[src/rtl/vga_timing_pkg.sv]
// XGA 1024x768@70Hz raster constants shared by the timing generator and its counters.
package vga_timing_pkg;

    localparam int H_ACTIVE = 1024;
    localparam int H_FP     = 24;
    localparam int H_SYNC   = 136;
    localparam int H_BP     = 144;
    localparam int H_TOTAL  = H_ACTIVE + H_FP + H_SYNC + H_BP;   // 1328

    localparam int V_ACTIVE = 768;
    localparam int V_FP     = 3;
    localparam int V_SYNC   = 6;
    localparam int V_BP     = 29;
    localparam int V_TOTAL  = V_ACTIVE + V_FP + V_SYNC + V_BP;   // 806

    localparam int H_W = 11;
    localparam int V_W = 10;

    // Compare constants sized to the counter widths.
    localparam logic [H_W-1:0] H_ACT_END = H_W'(H_ACTIVE);
    localparam logic [H_W-1:0] HS_START  = H_W'(H_ACTIVE + H_FP);            // 1048
    localparam logic [H_W-1:0] HS_END    = H_W'(H_ACTIVE + H_FP + H_SYNC);   // 1184
    localparam logic [V_W-1:0] V_ACT_END = V_W'(V_ACTIVE);
    localparam logic [V_W-1:0] VS_START  = V_W'(V_ACTIVE + V_FP);            // 771
    localparam logic [V_W-1:0] VS_END    = V_W'(V_ACTIVE + V_FP + V_SYNC);   // 777

    // One delay-line entry: raw sync levels plus the active-video flag.
    typedef struct packed {
        logic hs;
        logic vs;
        logic von;
    } tim_t;

    // Drive the active sync level inside [lo, hi), the idle level elsewhere.
    function automatic logic sync_level(input logic [H_W-1:0] v,
                                        input logic [H_W-1:0] lo,
                                        input logic [H_W-1:0] hi,
                                        input logic           pol);
        return ((v >= lo) && (v < hi)) ? pol : ~pol;
    endfunction

endpackage

[src/rtl/vga_axis_counter.sv]
// Single raster axis counter: counts 0..MAX-1 when enabled and flags the wrap.
// An out-of-range value (e.g. after an upset) is pulled back to 0 on the next clock.
module vga_axis_counter #(
    parameter int MAX   = 1328,
    parameter int WIDTH = 11
) (
    input  logic             clk,
    input  logic             rst_n,
    input  logic             en,
    output logic [WIDTH-1:0] cnt,
    output logic             wrap
);

    localparam logic [WIDTH-1:0] LAST  = WIDTH'(MAX - 1);
    localparam logic [WIDTH-1:0] LIMIT = WIDTH'(MAX);

    logic [WIDTH-1:0] r_cnt;
    logic [WIDTH-1:0] w_next;
    logic             w_at_last;

    assign w_at_last = (r_cnt == LAST);
    assign wrap      = en && w_at_last;
    assign cnt       = r_cnt;

    // Next count: hold by default, recover from illegal values, else step/wrap.
    always_comb begin
        w_next = r_cnt;
        if (r_cnt >= LIMIT) begin
            w_next = '0;
        end else if (en) begin
            w_next = w_at_last ? '0 : r_cnt + WIDTH'(1);
        end
    end

    // Counter register, cleared asynchronously.
    always_ff @(posedge clk or negedge rst_n) begin
        if (!rst_n) begin
            r_cnt <= '0;
        end else begin
            r_cnt <= w_next;
        end
    end

endmodule

[src/rtl/vga_xga_timing.sv]
// XGA raster timing: pixel coordinates for the object generators, and sync/blank
// delayed to line up with their registered RGB before driving the VGA pins.
module vga_xga_timing
    import vga_timing_pkg::*;
#(
    parameter logic SYNC_POL   = 1'b0,
    parameter int   PIPE_DEPTH = 1
) (
    input  logic             clk75MHz,
    input  logic             rst_n,
    output logic [H_W-1:0]   PixX,
    output logic [V_W-1:0]   PixY,
    output logic             FrameTick,
    output logic             LineTick,
    input  logic [11:0]      RgbIn,
    output logic             HSync,
    output logic             VSync,
    output logic [11:0]      VgaRgb
);

    localparam tim_t IDLE = {~SYNC_POL, ~SYNC_POL, 1'b0};

    logic w_x_wrap;
    logic w_y_wrap;
    tim_t w_raw;
    tim_t w_dly_out;
    tim_t r_dly [PIPE_DEPTH];

    vga_axis_counter #(.MAX(H_TOTAL), .WIDTH(H_W)) u_xcnt (
        .clk   (clk75MHz),
        .rst_n (rst_n),
        .en    (1'b1),
        .cnt   (PixX),
        .wrap  (w_x_wrap)
    );

    vga_axis_counter #(.MAX(V_TOTAL), .WIDTH(V_W)) u_ycnt (
        .clk   (clk75MHz),
        .rst_n (rst_n),
        .en    (w_x_wrap),
        .cnt   (PixY),
        .wrap  (w_y_wrap)
    );

    // The Y wrap only happens on the X wrap at the last row, i.e. end of frame.
    assign LineTick  = w_x_wrap;
    assign FrameTick = w_y_wrap;

    assign w_raw.hs  = sync_level(PixX, HS_START, HS_END, SYNC_POL);
    assign w_raw.vs  = sync_level({1'b0, PixY}, {1'b0, VS_START}, {1'b0, VS_END}, SYNC_POL);
    assign w_raw.von = (PixX < H_ACT_END) && (PixY < V_ACT_END);

    assign w_dly_out = r_dly[PIPE_DEPTH-1];

    // Delay line matching the object generators' RGB latency; clears to idle.
    always_ff @(posedge clk75MHz or negedge rst_n) begin
        if (!rst_n) begin
            for (int i = 0; i < PIPE_DEPTH; i++) begin
                r_dly[i] <= IDLE;
            end
        end else begin
            r_dly[0] <= w_raw;
            for (int i = 1; i < PIPE_DEPTH; i++) begin
                r_dly[i] <= r_dly[i-1];
            end
        end
    end

    // Registered pin stage: blank RGB outside the active area.
    always_ff @(posedge clk75MHz or negedge rst_n) begin
        if (!rst_n) begin
            HSync  <= ~SYNC_POL;
            VSync  <= ~SYNC_POL;
            VgaRgb <= '0;
        end else begin
            HSync  <= w_dly_out.hs;
            VSync  <= w_dly_out.vs;
            VgaRgb <= w_dly_out.von ? RgbIn : 12'h000;
        end
    end

endmodule

[config.mk]
export PLATFORM = sky130hd
export DESIGN_NAME = vga_xga_timing
export DESIGN_NICKNAME = d
export VERILOG_FILES = /design/src/rtl/vga_timing_pkg.sv /design/src/rtl/vga_axis_counter.sv /design/src/rtl/vga_xga_timing.sv
export SDC_FILE = /design/constraint.sdc
export NUM_CORES = 1
export LEC_CHECK = 0
export ABC_CLOCK_PERIOD_IN_PS = 2100
export CORE_MARGIN = 3
export CORE_UTILIZATION = 44
export CTS_CLUSTER_DIAMETER = 200
export DETAILED_ROUTE_END_ITERATION = 10
export HOLD_SLACK_MARGIN = 0.02
export PLACE_DENSITY_LB_ADDON = 0.12
export SLEW_MARGIN = 30
export SYNTH_ARGS = -nofsm -noshare
export SYNTH_HDL_FRONTEND = slang
export SYNTH_SLANG_ARGS = --single-unit
[constraint.sdc]
create_clock -name clk75MHz -period 2.1 [get_ports clk75MHz]
set_input_delay 0.42 -clock clk75MHz [delete_from_list [all_inputs] [get_ports clk75MHz]]
set_output_delay 0.42 -clock clk75MHz [all_outputs]
set_load 0.005 [all_outputs]
==> out/results.tsv <==
stage	metric	value	unit
clock_tree	H-tree levels	2	
outcome	outcome	completed	
drt	vias per inst	5.19	
drt	vias	1558	
clock_tree	CTS max path bufs	2	
finish	commonest cells after routing, fill and taps aside	clkdlybuf4s50_1, dfrtp_1, buf_4, nor2_1, and2_1	
floorplanning	Initial Util	48.0	%
place	post-DP HPWL	3070	um
timing	Setup TNS	0	ps
global_route	initial antenna violation count	0	
timing	Worst Tran Pin Value	806	ps
power	Total Power	1.34	mW
critical_path	critical path fanouts, max	2	
floorplanning	Die Y	70.6	um
power	Clk network pwr share	39.0	%
timing	normalized max-slew margin	46.3	%
synthesis	Ys Warns	0	
power	Reg power frac	55.8	%
critical_path	CP cell instances	ha_4 -> nand3_4 -> nor4_4 -> buf_4 -> and3_4 -> buf_6	
finish	Area Overhead vs Synth	46.1	%
synthesis	Syn Area/Cell	10.7	sq um
critical_path	critical path arrival	1650	ps
power	NetSw	0.284	mW
timing	clk_skew	4.11	ps
clock_tree	CTS clock-pin slew for the worst setup and hold paths	70	ps
global_route	largest net degree at the start of global routing	39	
drt	post-DR wirelength/cell	14.2	um
critical_path	critical path class	register to primary output	
clock_tree	hold_buf cts	0	
finish	Design Area, Final	0.00268	sq mm
clock_tree	CTS Root Buffer Type	clkbuf_8	
critical_path	Slowest cell on crit path	dfrtp_1	
finish	# diodes	0	
critical_path	critical path required time	1680	ps
critical_path	crit end category	primary output	
critical_path	Largest stage delay, worst path	410	ps
drt	Iteration-0 DRC Markers	78	
synthesis	number of distinct standard cells referenced by the synthesized netlist	46	
synthesis	Synth Flop Type	dfrtp_1	
place	DP Area	0.00255	sq mm
timing	# setup viols final	0	
floorplanning	Die W	70.6	um
critical_path	CP bufs+invs	2	
finish	layout cells sized above 1	22.6	%
clock_tree	worst skew pair latency	290	ps
drt	post-route ant nets	0	
synthesis	#FFs+latches synth	38	
timing	fin crit period	2070	ps
finish	Filler cells	294	
synthesis	asr flop ratio synth	100	%
synthesis	register area share after synthesis	52.1	%
drt	DR pass1 iterations	4	
global_route	total congestion overflow	0	
power	P_int	1.05	mW
run	Max-Cap Viols	0	
global_route	first-pass GRT wire length	7070	um
hold_path	hold crit path type	input port to asynchronous set/reset pin	
synthesis	post-synthesis cell count	172	
power	Pwr Density	498	mW/mm^2
finish	most common cell after layout, fill and taps aside	clkdlybuf4s50_1	
timing	period utilization	98.8	%
critical_path	Critical Path Start Type	register	
critical_path	CP delay by family, top	simple AND/OR/NAND/NOR gates	
floorplanning	cell row count	22	
timing	unrepaired setup endpoints after global routing	true	
timing	Min Hold Slack	216	ps
timing	Max Slew Vio Count	0	
synthesis	Post-synth EDFFs	0	
timing	Final Hold Vio Count	0	
clock_tree	CTS Buf Count	5	
place	GPL Wtd Cong	0.858	
timing	Fmax	482	MHz
power	Max VDD drop	0.323	mV
floorplanning	I/O Pins	51	
place	port buffer count	50	
floorplanning	Die Area	0.00498	sq mm
synthesis	Post-Syn Area	0.00184	sq mm
drt	Post-route DRC	0	
power	Pleak	1.15	nW
clock_tree	Clock Sinks	38	
synthesis	Synthesized Nets	191	
power	sw frac	21.3	%
floorplanning	core area	0.00383	sq mm
finish	nets	270	
global_route	Tot GR Track Use	17.8	%
drt	routed wire length	4250	um
global_route	vias in the first global route	1483	
power	Logic pwr share	5.2	%
clock_tree	CTS tree	built	
[final timing paths]
kind                               start       endpoint  slack (ps)  cells after the start
min in group clk75MHz           r_dly[2]          HSync         360                      0
setup / recovery           u_xcnt.cnt[0]      FrameTick          30                      6
max in group asynchronous          rst_n  u_ycnt.cnt[4]        1380                      1
hold / removal                     rst_n      VgaRgb[3]         220                      1
setup reg to reg           u_xcnt.cnt[0]  u_ycnt.cnt[5]         170                      8
hold reg to reg                 r_dly[2]          HSync         360                      0
[synth_stat cells (all sizes together) (5+ instances only)]
master,count,area [sq um]
o21ai,10,50.1
inv,6,22.5
nand2,7,26.3
or3,5,31.3
nand3,7,47.6
ha,5,62.6
a21o,5,37.5
dfrtp,34,851
and2,14,90.1
nor2,14,52.6
xor2,5,43.8
a21oi,12,60.1
[flip-flops by register name, indices dropped and copies added (netlist names)]
register	flops
VgaRgb	12
VSync	1
u_xcnt.cnt	11
r_dly	3
u_ycnt.cnt	10
HSync	1
[metal layers]
metal | vias to the layer above | part of all wire (%) | track usage, %
met5 | - | 0 | 0
met4 | 0 | 1.2 | 5.64
met3 | 7 | 7.7 | 4.83
met2 | 65 | 46 | 28.3
met1 | 733 | 45 | 24.0
li1 | 753 | - | -
[timing repair]
action,CTS,global route
buffers inserted,2,1
pin swaps,3,2
cloned,0,0
resized for setup,9,3
endpoints found under the setup margin,2,2
[layout make-up]
cell class | count | area, sq um | share of cell area [%]
clock inverters | 2 | 12.5 | 0.466
repair buffers | 78 | 702 | 26.2
clock buffers | 6 | 82.6 | 3.08
inverters | 6 | 22.5 | 0.840
well taps | 48 | 60.1 | 2.24
multi-input cells | 122 | 847 | 31.6
flip-flops and latches | 38 | 956 | 35.6
[power by group through the flow]
stage,sequential (mW),combinational [mW],clock (mW)
final,0.746,0.0693,0.521
after global routing,0.747,0.0762,0.574
after CTS,0.746,0.0719,0.541
after detailed placement,0.760,0.0712,0
after global placement,0.760,0.0701,0
after floorplan,0.762,0.00779,0
[per-stage QoR]
step,util (%),worst slack [ps],std cells
after floorplan,-,302,172
after global placement,66.5,28.3,289
after detailed placement,66.5,-7.63,289
after CTS,69.8,13.1,299
after global routing,70.1,-72.2,300
final,70.1,25.1,300
[kinds of logic after synthesis]
family,synth area share (%)
xor+xnor,3.82
compound gates,10.7
simple gates,27.0
flops,52.1
fa+ha+maj,3.41
buf+inv,3.00
No activity file was read; power rests on OpenSTA's default activity.
